===== src/rtl/sa_pkg.sv =====
// Shared types and constants for the systolic-array edge feeder.
package sa_pkg;

  localparam int unsigned MUL_BW_DEF = 16;
  localparam int unsigned ADD_BW_DEF = 32;

  typedef enum logic [2:0] {
    IDLE,
    COLLECT,
    SHIFT,
    COMPUTE,
    DRAIN
  } feeder_state_t;

  // Cycles needed for the last injected element to cross the whole array.
  function automatic int unsigned drain_len(input int unsigned rows,
                                            input int unsigned cols,
                                            input int unsigned pipe_lat);
    return rows + cols - 1 + pipe_lat;
  endfunction

endpackage


===== src/rtl/sa_edge_feeder_if.sv =====
// Weight-row and activation-vector streams between tile buffer and feeder.
interface sa_edge_feeder_if
  import sa_pkg::*;
#(
  parameter int unsigned ROWS   = 4,
  parameter int unsigned COLS   = 4,
  parameter int unsigned MUL_BW = MUL_BW_DEF
) ();

  logic                     w_valid;
  logic                     w_ready;
  logic [COLS*MUL_BW-1:0]   w_data;

  logic                     a_valid;
  logic                     a_ready;
  logic                     a_last;
  logic [ROWS*MUL_BW-1:0]   a_data;

  modport master (
    output w_valid, w_data, a_valid, a_last, a_data,
    input  w_ready, a_ready
  );

  modport slave (
    input  w_valid, w_data, a_valid, a_last, a_data,
    output w_ready, a_ready
  );

endinterface


===== src/rtl/sa_skew_line.sv =====
// Data+valid delay line: DEPTH extra stages behind one output register.
module sa_skew_line #(
  parameter int unsigned DEPTH = 0,
  parameter int unsigned W     = 16
) (
  input  logic         clk,
  input  logic         rst,
  input  logic [W-1:0] d_i,
  input  logic         v_i,
  output logic [W-1:0] d_o,
  output logic         v_o
);

  logic [W-1:0] d_q [DEPTH+1];
  logic [DEPTH:0] v_q;

  // Shift data and valid together; stage 0 is the input capture register.
  always_ff @(posedge clk or posedge rst) begin
    if (rst) begin
      d_q <= '{default: '0};
      v_q <= '0;
    end else begin
      d_q[0] <= d_i;
      v_q[0] <= v_i;
      for (int unsigned k = 1; k <= DEPTH; k++) begin
        d_q[k] <= d_q[k-1];
        v_q[k] <= v_q[k-1];
      end
    end
  end

  assign d_o = d_q[DEPTH];
  assign v_o = v_q[DEPTH];

endmodule


===== src/rtl/sa_edge_feeder.sv =====
// Edge driver for the weight-stationary systolic array: collects a weight
// tile, shifts it down the columns, then injects skewed activation vectors
// and drains the pipeline.
// Optional: define SA_EDGE_FEEDER_PERF_CNT_EN for bubble/stall counters.
module sa_edge_feeder
  import sa_pkg::*;
#(
  parameter int unsigned ROWS     = 4,
  parameter int unsigned COLS     = 4,
  parameter int unsigned MUL_BW   = MUL_BW_DEF,
  parameter int unsigned ADD_BW   = ADD_BW_DEF,
  parameter int unsigned PIPE_LAT = 0
) (
  input  logic                   clk,
  input  logic                   rst,
  input  logic                   i_start,
  sa_edge_feeder_if.slave        s_if,
  output logic                   o_mode,
  output logic [COLS*ADD_BW-1:0] o_top,
  output logic [ROWS*MUL_BW-1:0] o_left,
  output logic [ROWS-1:0]        o_row_valid,
  output logic                   o_busy,
  output logic                   o_done
`ifdef SA_EDGE_FEEDER_PERF_CNT_EN
  ,
  output logic [31:0]            o_bubble_cnt,
  output logic [31:0]            o_wstall_cnt
`endif
);

  localparam int unsigned DRAIN_LEN = drain_len(ROWS, COLS, PIPE_LAT);
  localparam int unsigned CNT_W     = $clog2(DRAIN_LEN + 1);
  localparam int unsigned IDX_W     = (ROWS > 1) ? $clog2(ROWS) : 1;
  localparam logic [CNT_W-1:0] ROWS_C  = CNT_W'(ROWS);
  localparam logic [CNT_W-1:0] DRAIN_C = CNT_W'(DRAIN_LEN);
  localparam logic [CNT_W-1:0] ONE_C   = CNT_W'(1);

  feeder_state_t state_q, state_d;
  logic [CNT_W-1:0] cnt_q, cnt_d;
  logic w_ready_q, w_ready_d;
  logic a_ready_q, a_ready_d;
  logic mode_q, mode_d;
  logic busy_q, busy_d;
  logic done_q, done_d;
  logic [COLS*ADD_BW-1:0] top_q, top_d;
  logic [COLS*MUL_BW-1:0] wbuf_q [ROWS];

  logic w_fire, a_fire;
  logic [IDX_W-1:0] widx, ridx;

  assign w_fire = (state_q == COLLECT) && s_if.w_valid && w_ready_q;
  assign a_fire = (state_q == COMPUTE) && s_if.a_valid && a_ready_q;
  assign widx   = cnt_q[IDX_W-1:0];
  assign ridx   = IDX_W'(ROWS_C - ONE_C - cnt_q);

  function automatic logic [COLS*ADD_BW-1:0] zext_row(input logic [COLS*MUL_BW-1:0] row);
    logic [COLS*ADD_BW-1:0] r;
    r = '0;
    for (int unsigned c = 0; c < COLS; c++) begin
      r[c*ADD_BW +: MUL_BW] = row[c*MUL_BW +: MUL_BW];
    end
    return r;
  endfunction

  // State and registered outputs.
  always_ff @(posedge clk or posedge rst) begin
    if (rst) begin
      state_q   <= IDLE;
      cnt_q     <= '0;
      w_ready_q <= 1'b0;
      a_ready_q <= 1'b0;
      mode_q    <= 1'b0;
      busy_q    <= 1'b0;
      done_q    <= 1'b0;
      top_q     <= '0;
    end else begin
      state_q   <= state_d;
      cnt_q     <= cnt_d;
      w_ready_q <= w_ready_d;
      a_ready_q <= a_ready_d;
      mode_q    <= mode_d;
      busy_q    <= busy_d;
      done_q    <= done_d;
      top_q     <= top_d;
    end
  end

  // Weight tile buffer, row index = beat number.
  always_ff @(posedge clk or posedge rst) begin
    if (rst) begin
      wbuf_q <= '{default: '0};
    end else if (w_fire) begin
      wbuf_q[widx] <= s_if.w_data;
    end
  end

  // Next state and next registered outputs.
  // The last weight beat is forwarded straight to o_top because its buffer
  // row is written on the same edge, so SHIFT starts without a bubble.
  always_comb begin
    state_d   = state_q;
    cnt_d     = cnt_q;
    w_ready_d = 1'b0;
    a_ready_d = 1'b0;
    mode_d    = 1'b0;
    done_d    = 1'b0;
    top_d     = '0;
    case (state_q)
      IDLE: begin
        if (i_start) begin
          state_d   = COLLECT;
          cnt_d     = '0;
          w_ready_d = 1'b1;
        end
      end
      COLLECT: begin
        w_ready_d = 1'b1;
        if (w_fire) begin
          cnt_d = cnt_q + ONE_C;
          if (cnt_q == ROWS_C - ONE_C) begin
            state_d   = SHIFT;
            w_ready_d = 1'b0;
            cnt_d     = ONE_C;
            top_d     = zext_row(s_if.w_data);
          end
        end
      end
      SHIFT: begin
        if (cnt_q == ROWS_C) begin
          state_d   = COMPUTE;
          mode_d    = 1'b1;
          a_ready_d = 1'b1;
        end else begin
          top_d = zext_row(wbuf_q[ridx]);
          cnt_d = cnt_q + ONE_C;
        end
      end
      COMPUTE: begin
        mode_d    = 1'b1;
        a_ready_d = 1'b1;
        if (a_fire && s_if.a_last) begin
          state_d   = DRAIN;
          a_ready_d = 1'b0;
          cnt_d     = ONE_C;
          done_d    = (DRAIN_C == ONE_C);
        end
      end
      DRAIN: begin
        mode_d = 1'b1;
        if (cnt_q == DRAIN_C) begin
          state_d = IDLE;
          mode_d  = 1'b0;
        end else begin
          cnt_d  = cnt_q + ONE_C;
          done_d = (cnt_q + ONE_C == DRAIN_C);
        end
      end
      default: state_d = IDLE;
    endcase
    busy_d = (state_d != IDLE);
  end

  for (genvar r = 0; r < ROWS; r++) begin : g_row
    logic [MUL_BW-1:0] inj;
    assign inj = a_fire ? s_if.a_data[r*MUL_BW +: MUL_BW] : '0;
    sa_skew_line #(
      .DEPTH(r),
      .W    (MUL_BW)
    ) u_line (
      .clk(clk),
      .rst(rst),
      .d_i(inj),
      .v_i(a_fire),
      .d_o(o_left[r*MUL_BW +: MUL_BW]),
      .v_o(o_row_valid[r])
    );
  end

`ifdef SA_EDGE_FEEDER_PERF_CNT_EN
  logic [31:0] bubble_q, wstall_q;

  // Saturating counters of idle stream cycles, cleared per job.
  always_ff @(posedge clk or posedge rst) begin
    if (rst) begin
      bubble_q <= '0;
      wstall_q <= '0;
    end else if (state_q == IDLE && i_start) begin
      bubble_q <= '0;
      wstall_q <= '0;
    end else begin
      if (state_q == COMPUTE && !s_if.a_valid && bubble_q != '1) bubble_q <= bubble_q + 32'd1;
      if (state_q == COLLECT && !s_if.w_valid && wstall_q != '1) wstall_q <= wstall_q + 32'd1;
    end
  end

  assign o_bubble_cnt = bubble_q;
  assign o_wstall_cnt = wstall_q;
`endif

  assign s_if.w_ready = w_ready_q;
  assign s_if.a_ready = a_ready_q;
  assign o_mode       = mode_q;
  assign o_top        = top_q;
  assign o_busy       = busy_q;
  assign o_done       = done_q;

endmodule


===== src/flat_wrapper.sv =====
// flat-port wrapper written by rule: the top's interface ports become plain ports
module sa_edge_feeder_flat import sa_pkg::*;
#(
  parameter int unsigned ROWS     = 4,
  parameter int unsigned COLS     = 4,
  parameter int unsigned MUL_BW   = MUL_BW_DEF,
  parameter int unsigned ADD_BW   = ADD_BW_DEF,
  parameter int unsigned PIPE_LAT = 0
)
  (clk, rst, i_start, o_mode, o_top, o_left, o_row_valid, o_busy, o_done, s_if_w_valid, s_if_w_data, s_if_a_valid, s_if_a_last, s_if_a_data, s_if_w_ready, s_if_a_ready);
  sa_edge_feeder_if #(.ROWS(ROWS), .COLS(COLS), .MUL_BW(MUL_BW)) s_if_i ();
  input  logic clk;
  input  logic rst;
  input  logic i_start;
  output logic o_mode;
  output logic [COLS*ADD_BW-1:0] o_top;
  output logic [ROWS*MUL_BW-1:0] o_left;
  output logic [ROWS-1:0] o_row_valid;
  output logic o_busy;
  output logic o_done;
  input wire logic [$bits(s_if_i.w_valid)-1:0] s_if_w_valid;
  input wire logic [$bits(s_if_i.w_data)-1:0] s_if_w_data;
  input wire logic [$bits(s_if_i.a_valid)-1:0] s_if_a_valid;
  input wire logic [$bits(s_if_i.a_last)-1:0] s_if_a_last;
  input wire logic [$bits(s_if_i.a_data)-1:0] s_if_a_data;
  output wire logic [$bits(s_if_i.w_ready)-1:0] s_if_w_ready;
  output wire logic [$bits(s_if_i.a_ready)-1:0] s_if_a_ready;
  assign s_if_i.w_valid = s_if_w_valid;
  assign s_if_i.w_data = s_if_w_data;
  assign s_if_i.a_valid = s_if_a_valid;
  assign s_if_i.a_last = s_if_a_last;
  assign s_if_i.a_data = s_if_a_data;
  assign s_if_w_ready = s_if_i.w_ready;
  assign s_if_a_ready = s_if_i.a_ready;
  sa_edge_feeder #(.ROWS(ROWS), .COLS(COLS), .MUL_BW(MUL_BW), .ADD_BW(ADD_BW), .PIPE_LAT(PIPE_LAT)) u_core (.clk(clk), .rst(rst), .i_start(i_start), .s_if(s_if_i), .o_mode(o_mode), .o_top(o_top), .o_left(o_left), .o_row_valid(o_row_valid), .o_busy(o_busy), .o_done(o_done));
endmodule

===== config.mk =====
export PLATFORM = sky130hd
export DESIGN_NAME = sa_edge_feeder_flat
export DESIGN_NICKNAME = d
export VERILOG_FILES = /design/src/rtl/sa_pkg.sv /design/src/rtl/sa_edge_feeder_if.sv /design/src/rtl/sa_skew_line.sv /design/src/rtl/sa_edge_feeder.sv /design/src/flat_wrapper.sv
export SDC_FILE = /design/constraint.sdc
export NUM_CORES = 1
export LEC_CHECK = 0
export ABC_AREA = 1
export CORE_MARGIN = 4
export CORE_UTILIZATION = 40
export CTS_CLUSTER_SIZE = 14
export DETAILED_ROUTE_END_ITERATION = 8
export GPL_ROUTABILITY_DRIVEN = 0
export MAX_ROUTING_LAYER = met4
export PLACE_DENSITY_LB_ADDON = 0.25
export SYNTH_ARGS = -nofsm -noshare
export SYNTH_HDL_FRONTEND = slang
export SYNTH_HIERARCHICAL = 1
export SYNTH_SLANG_ARGS = --single-unit

===== constraint.sdc =====
create_clock -name clk -period 10.7 [get_ports clk]
set_input_delay 1.605 -clock clk [delete_from_list [all_inputs] [get_ports clk]]
set_output_delay 1.605 -clock clk [all_outputs]
set_load 0.02 [all_outputs]

==> results.cfg, run 1 <==
[outcome]
status = finished, final reports clean

[sta]
fin_tns_setup_ns = 0
setup_violations = 0
clock.fmax_mhz = 275
finalHoldViolCount = 0
slew-limit-headroom_pct = 29.1
period_share_pct = 33.9
drv_slew = 0
fin_skew_ns = 0.0224
worst_pin_slew_ns = 1.06
rsz0062_at_grt = no
whs_ns = 0.329
post-route-min-period_ns = 3.63

[global_route]
grt_usage_pct = 18.2
grt_pass1_vias = 13900
antenna_found_initial = 3
grt_pass1_wl_um = 75900
grt_max_degree = 87
grt_overflow = 0

[place]
numPortBuffers = 270
dpl.hpwl_um = 27800

[power]
p_sw_share_pct = 32.7
power_frac_clock_pct = 31.6
power.density_mw_per_mm2 = 259
p_int_mw = 4.19
power_frac_seq_pct = 43.2
p_leak_nw = 11.7
pwr-share-comb_pct = 25.2
switchingPower_mw = 2.03
finalPower_mw = 6.21
max-vdd-ir-drop_mv = 0.134

[drt]
dr.pass1.iters = 6
drc = 0
via_per_inst = 4.73
vias = 13800
post_drt_wl_per_cell_um = 16.1
drtIter0Drc = 964
antenna_left = 0
wirelength_um = 46900

[clock_network]
cts_tree = built
cts_hold_buf = 0
cts_setup_buffers = 0
clockBufferDepth = 3
htreeDepth = 2
clock_latency_ns = 0.61
cts_resized = 0
clk_pin_slew_ns = 0.06
cts.sinks = 501
numCtsBuffers = 53
clock_tree.root_cell = clkbuf_16

[run]
maxCapViolations = 0

[yosys]
synth_edf_count = 0
synth_area_mm2 = 0.0198
ys_ff_latch = 501
yosys.area.top_type = dfrtp_1
synthFlopType = dfrtp_1
synth_cell_types = 21
yosysSeqAreaShare_pct = 63.2
avgSynthCellArea_um2 = 9.75
synth_warnings = 6
syn_inst = 2036
synth_top_area_share_pct = 63.2
async_flop_share_pct = 100
synth_area_leaders = dfrtp_1 63%, o21ai_1 6.9%, nand2_1 6.6%

[die]
die_h_um = 231
initial_core_util_pct = 40.5
die_w_um = 231
rows = 81
die_area_mm2 = 0.0532
core_mm2 = 0.0490
io_pins = 335

[finish]
final_cell_mix = 499 x dfrtp_1, 347 x nand2_1, 274 x o21ai_1
area_growth_pct = 21.1
multiInputGateArea_mm2 = 0.00537
register_area_mm2 = 0.0125
drive_gt1_share_pct = 5.20
final_common_cell = dfrtp_1
utilization_pct = 49.1
final_nets = 2351
num-fill-cells = 4468

[min_path]
hp-start = u_core/g_row[1].u_line/d_q[29]
min_path_cells = 0
min_path_type = reg2reg
whs_endpoint = u_core/g_row[1].u_line/d_o[13]

[setup_path]
critPathKind = reg2reg
endpoint_kind = register
cp.arrival_ns = 4.09
critPathLaunchType = register
path_max_fanout = 70
crit_required_ns = 11.15
reg2reg_to = u_core/o_top[43]
regToRegSetupSlack_ns = 7.07
reg2reg_from = u_core/cnt_q[1]
reg2reg_depth = 5
[layer usage]
layer / routed length (um) / vias to the layer above / GRT usage (%)
met1: 20700 / 6687 / 24.2
met3: 2330 / 66 / 2.68
li1: - / 6657 / -
met2: 22900 / 370 / 29.4
met5: 0 / - / -
met4: 1000 / 0 / 5.11
[metrics by stage]
stage | instances | setup slack, ns | instance area (um2)
6_report | 2916 | 7.07 | 24000
5_1_grt | 2916 | 6.74 | 24000
4_1_cts | 2913 | 7.04 | 24000
3_5_place_dp | 2819 | 6.39 | 22100
3_3_place_gp | 2819 | 6.47 | 22100
2_1_floorplan | 2099 | 4.67 | 20100
[final cells by class]
type,instances,share of cell area (%)
Antenna cell,3,0.0312
Inverter,149,2.35
Multi-Input combinational cell,1219,22.3
Sequential cell,501,52.2
Clock inverter,21,1.61
Timing Repair Buffer,286,11.7
Tap cell,664,3.46
Clock buffer,73,6.25
[Yosys cell counts, types with 3 or more instances]
| cell type | n |
|---|---|
| dfrtp_1 | 501 |
| inv_1 | 148 |
| clkbuf_1 | 22 |
| ha_1 | 7 |
| buf_4 | 126 |
| buf_6 | 33 |
| nand2_1 | 347 |
| o21ai_1 | 274 |
| nand3_1 | 12 |
| buf_2 | 48 |
| o21bai_1 | 3 |
| nor2_1 | 262 |
| o21ai_0 | 240 |
| nand2_2 | 5 |
[worst max-delay path: stages (launching register included)]
cell	delay, ns
dfrtp_4	0.91
buf_4	0.75
ha_1	0.41
ha_1	0.27
nand2_4	0.49
o21ai_0	0.59
[kinds of logic (layout without fill, tap and decap cells)]
family | Yosys count | after routing | synth area share, %
compound gates | 518 | 518 | 13.1
other cells | 1 | 67 | 0.0189
simple gates | 630 | 630 | 12.2
flops | 501 | 501 | 63.2
buf+inv | 379 | 529 | 11.1
fa+ha+maj | 7 | 7 | 0.441
[how the worst max path moves through the flow]
stage                    startpoint  cells after the start            endpoint
floorplan                       rst                      1     u_core/cnt_q[0]
global placement                rst                      4    u_core/o_top[67]
detailed placement              rst                      4    u_core/o_top[70]
CTS                             rst                      4   u_core/wbuf_q[38]
global route                    rst                      4  u_core/wbuf_q[163]
finish              u_core/cnt_q[1]                      5    u_core/o_top[43]
[state kept, by name, summed over array words and instances (netlist names)]
signal and cells:
u_core/cnt_q 3, u_core/g_row.u_line/d_o 64, u_core/g_row.u_line/d_q 96, u_core/g_row.u_line/v_o 1, u_core/g_row.u_line/v_q 9, u_core/o_busy 1, u_core/o_done 1, u_core/o_mode 1
u_core/o_top 64, u_core/s_if.a_ready 1, u_core/s_if.w_ready 1, u_core/state_q 3, u_core/wbuf_q 256
[power by group through the flow]
| stage | combinational (mW) | sequential [mW] | clock (mW) |
|---|---|---|---|
| CTS | 1.59 | 2.68 | 2.02 |
| floorplan | 1.18 | 2.66 | 0 |
| finish | 1.57 | 2.69 | 1.96 |
| global route | 1.81 | 2.74 | 2.10 |
| detailed placement | 1.58 | 2.71 | 0 |
| global placement | 1.54 | 2.69 | 0 |
Note: power is estimated with default switching activity, not from simulation.
==> inputs of run 2 (changes only) <==
Clock period 10.7 ns to 3.73 ns, I/O delays scaled along.
==> run 2 against run 1 <==
  * Utilization grew 0.33 points
  * Largest power group unchanged
  * Critical endpoint is now u_core/wbuf_q[197]
  * Design area grew 0.67%
  * Clock skew shrank 0.0042 ns
==> results.cfg, run 2 (same netlist as run 1, synthesis figures left out) <==
[outcome]
status = finished, final reports clean

[sta]
whs_ns = 0.340
setup_violations = 0
slew-limit-headroom_pct = 29.6
finalHoldViolCount = 0
period_share_pct = 73.6
setup_slack_ns = 0.984
post-route-min-period_ns = 2.75
clock.fmax_mhz = 364
fin_skew_ns = 0.0182
drv_slew = 0
worst_pin_slew_ns = 1.06
rsz0062_at_grt = no

[drt]
wirelength_um = 46200
post_drt_wl_per_cell_um = 15.8
dr.pass1.iters = 5
via_per_inst = 4.73
drc = 0
antenna_left = 0
vias = 13800
drtIter0Drc = 1094

[place]
numPortBuffers = 270
dpl.cell_count = 2824
place_ws_ns = 0.955
dpl.hpwl_um = 27400
placedInstanceArea_mm2 = 0.0223

[finish]
fin_cells = 2924
area_growth_pct = 21.9
top_regs = u_core/wbuf_q (256), u_core/g_row.u_line/d_q (96)
top_register = u_core/wbuf_q
largest_reg_flops = 256
drive_gt1_share_pct = 5.75
final_cell_mix = 499 x dfrtp_1, 347 x nand2_1, 274 x o21ai_1
final_nets = 2356
final_common_cell = dfrtp_1
final_area_mm2 = 0.0242
num-fill-cells = 4471

[setup_path]
cp.arrival_ns = 3.26
critPathLaunchType = register
regToRegSetupSlack_ns = 0.98
path_max_fanout = 78
crit_required_ns = 4.25
worstPathCellList = inv_4 > ha_1 > nand2_4 > buf_12 > nand2_1 > o21ai_1
endpoint_kind = register
reg2reg_depth = 6
critPathSlowestCell = dfrtp_4
cpPeakStageDelay_ns = 0.84
critPathKind = reg2reg

[global_route]
grt_usage_pct = 17.9
antenna_found_initial = 1
grt_max_degree = 97
grt_pass1_wl_um = 75100
grt_overflow = 0
grt_pass1_vias = 14000

[clock_network]
clock_tree.root_cell = clkbuf_16
clk_pin_slew_ns = 0.06
cts_resized = 0
numCtsBuffers = 53
cts.sinks = 501
htreeDepth = 2
clock_latency_ns = 0.60
cts_setup_buffers = 0
clockBufferDepth = 3
cts_hold_buf = 0
cts_tree = built

[die]
core_mm2 = 0.0490
rows = 81
initial_core_util_pct = 40.5
die_w_um = 231
io_pins = 335
die_h_um = 231
die_area_mm2 = 0.0532

[min_path]
min_path_cells = 0
min_path_type = reg2reg

[run]
maxCapViolations = 0

[power]
max-vdd-ir-drop_mv = 0.385
power.density_mw_per_mm2 = 737
finalPower_mw = 17.8
p_leak_nw = 11.8
==> run 2: where the power goes <==
group | internal (mW) | total (mW) | switching, mW
combinational | 1.73 | 4.50 | 2.77
sequential | 6.85 | 7.70 | 0.852
clock | 3.43 | 5.61 | 2.19
total | 12.0 | 17.8 | 5.81
==> run 2: final cells by class <==
type / instances / area (um2) / area share [%]
flip-flops and latches: 501 / 12500 / 51.9
multi-input cells: 1219 / 5370 / 22.2
repair buffers: 291 / 2960 / 12.2
clock buffers: 72 / 1520 / 6.27
well taps: 664 / 831 / 3.43
inverters: 149 / 566 / 2.34
clock inverters: 27 / 399 / 1.65
diodes: 1 / 2.50 / 0.0103
==> run 2: path summary, 6_finish.rpt <==
kind,to,from
max,u_core/wbuf_q[197],u_core/cnt_q[0]
min,u_core/g_row[1].u_line/d_o[15],u_core/g_row[1].u_line/d_q[31]
max reg2reg,u_core/wbuf_q[197],u_core/cnt_q[0]
min reg2reg,u_core/g_row[1].u_line/d_o[15],u_core/g_row[1].u_line/d_q[31]
max in group asynchronous,u_core/wbuf_q[253],rst
min in group asynchronous,u_core/g_row[1].u_line/v_q[0],rst
==> run 2: layer usage <==
metal,part of all wire [%],vias to the layer above,global-route usage (%)
met5,0,-,-
met3,4.5,70,2.55
met2,49,347,29.6
met4,1.9,0,4.92
li1,-,6674,-
met1,45,6737,23.2
==> run 2: worst max-delay path: cells and delay by family (launching register included) <==
family,cells,cell delay (ns)
AOI/OAI and AO/OA,1,0.09
adders and majority gates,1,0.35
buffers and inverters,2,0.72
DFF,1,0.84
and+or+nand+nor,2,0.59
==> run 2: through the flow <==
stage	TNS, ns	util, %
floorplan	-413.80	-
global placement	0	45.5
detailed placement	0	45.5
CTS	0	49.4
global route	0	49.4
finish	0	49.4
==> inputs of run 3 (changes only) <==
Clock period 3.73 ns to 2.82 ns, I/O delays scaled along.
==> run 3 against run 2 <==
  * Sequential power up 30%
  * Critical path depth grew 1
  * Critical endpoint is now u_core/o_top[67]
  * Non-clock buffer count rose by 14
  * Largest power group unchanged
  * Worst setup slack got worse by 0.30 ns
==> results.cfg, run 3 (same netlist as run 1, synthesis figures left out) <==
[power]
switchingPower_mw = 7.61
finalPower_mw = 22.8
power.density_mw_per_mm2 = 950
p_leak_nw = 11.7
pwr-share-comb_pct = 27.5
power_frac_seq_pct = 43.8
p_sw_share_pct = 33.3
power_frac_clock_pct = 28.8
p_int_mw = 15.2
max-vdd-ir-drop_mv = 0.471

[sta]
period_share_pct = 75.6
setup_violations = 0
slew-limit-headroom_pct = 25.6
post-route-min-period_ns = 2.13
fin_skew_ns = 0.0126
worst_pin_slew_ns = 1.11
fin_tns_setup_ns = 0
rsz0062_at_grt = no
clock.fmax_mhz = 469
drv_slew = 0
finalHoldViolCount = 0
whs_ns = 0.215

[die]
die_h_um = 231
initial_core_util_pct = 40.5
die_w_um = 231
die_area_mm2 = 0.0532
core_mm2 = 0.0490
rows = 81
io_pins = 335

[drt]
post_drt_wl_per_cell_um = 16.0
dr.pass1.iters = 5
antenna_left = 0
drc = 0
wirelength_um = 46800
vias = 13900
via_per_inst = 4.76
drtIter0Drc = 925

[finish]
final_area_mm2 = 0.0240
top_regs = u_core/wbuf_q (256), u_core/g_row.u_line/d_q (96)
area_growth_pct = 21.1
largest_reg_flops = 256
final_nets = 2369
final_cell_mix = 499 x dfrtp_1, 347 x nand2_1, 274 x o21ai_1
final_common_cell = dfrtp_1
top_register = u_core/wbuf_q
drive_gt1_share_pct = 5.79
utilization_pct = 49.1

[global_route]
grt_max_degree = 109
grt_pass1_wl_um = 75600
grt_usage_pct = 18.0
grt_overflow = 0
antenna_found_initial = 1
grt_pass1_vias = 13900

[clock_network]
clock_latency_ns = 0.59
clock_tree.root_cell = clkbuf_16
cts_resized = 0
cts_tree = built
clockBufferDepth = 3
cts.sinks = 501
htreeDepth = 2
cts_setup_buffers = 0
clk_pin_slew_ns = 0.06
cts_hold_buf = 0
numCtsBuffers = 52

[setup_path]
cpPeakStageDelay_ns = 0.61
critPathMostFrequentCell = o21ai_0
endpoint_kind = register
worstPathCellList = buf_4 > buf_4 > nor2_1 > o21ai_0 > o21ai_0 > nand2_1 > o21ai_0
critPathBufInv = 2
critPathLaunchType = register
cp.arrival_ns = 2.58
path_max_fanout = 66
critPathSlowestCell = buf_4
path_delay_family = buffers and inverters
critPathKind = reg2reg
crit_required_ns = 3.27

[outcome]
status = finished, final reports clean

[min_path]
min_path_type = in2async

[place]
numPortBuffers = 270
placedInstanceArea_mm2 = 0.0224
dpl.hpwl_um = 29000

[run]
maxCapViolations = 0
[run 3: routing by layer]
metal | part of all wire [%] | vias to the layer above | global-route usage [%]
met4 | 2.1 | 0 | 5.22
met1 | 45 | 6847 | 24.2
met3 | 4.6 | 69 | 2.80
met2 | 48 | 349 | 28.7
li1 | - | 6682 | -
met5 | 0 | - | -
[run 3: power groups by stage]
stage,logic [mW],registers [mW],clock network [mW]
after floorplan,4.49,10.1,0
after global placement,6.15,10.0,0
after detailed placement,6.31,10.1,0
after CTS,6.34,9.98,6.77
after global routing,7.22,10.2,7.06
final,6.27,9.99,6.57
[run 3: metrics by stage]
stage / setup slack, ns / std cells
floorplan: -2.02 / 2099
global placement: 0.527 / 2838
detailed placement: 0.502 / 2838
CTS: 0.688 / 2927
global route: 0.550 / 2928
finish: 0.688 / 2928
[run 3: worst reg2reg max path: cells and delay by family (launching register included)]
family                 cells  cell delay [ns]
AOI/OAI and AO/OA          3             0.33
DFF                        1             0.43
buffers and inverters      2             1.07
and+or+nand+nor            2             0.17
[run 3: area by class of cell]
type | count | area [um2]
flip-flops and latches | 501 | 12500
multi-input cells | 1219 | 5370
diodes | 1 | 2.50
repair buffers | 305 | 3080
fillers | 4520 | 24900
clock buffers | 71 | 1460
inverters | 149 | 566
well taps | 664 | 831
clock inverters | 18 | 175
[run 3: final timing paths]
path | depth (start not counted) | slack (ns) | from | end
setup / recovery | 7 | 0.69 | u_core/cnt_q[1] | u_core/o_top[67]
setup reg to reg | 7 | 0.69 | u_core/cnt_q[1] | u_core/o_top[67]
hold / removal | 2 | 0.22 | rst | u_core/g_row[1].u_line/v_q[1]
hold reg to reg | 0 | 0.34 | u_core/g_row[1].u_line/v_q[0] | u_core/g_row[1].u_line/v_q[1]
max in group asynchronous | 4 | 1.67 | rst | u_core/o_top[97]
min in group clk | 3 | 0.34 | s_if_a_data[16] | u_core/g_row[1].u_line/d_q[16]
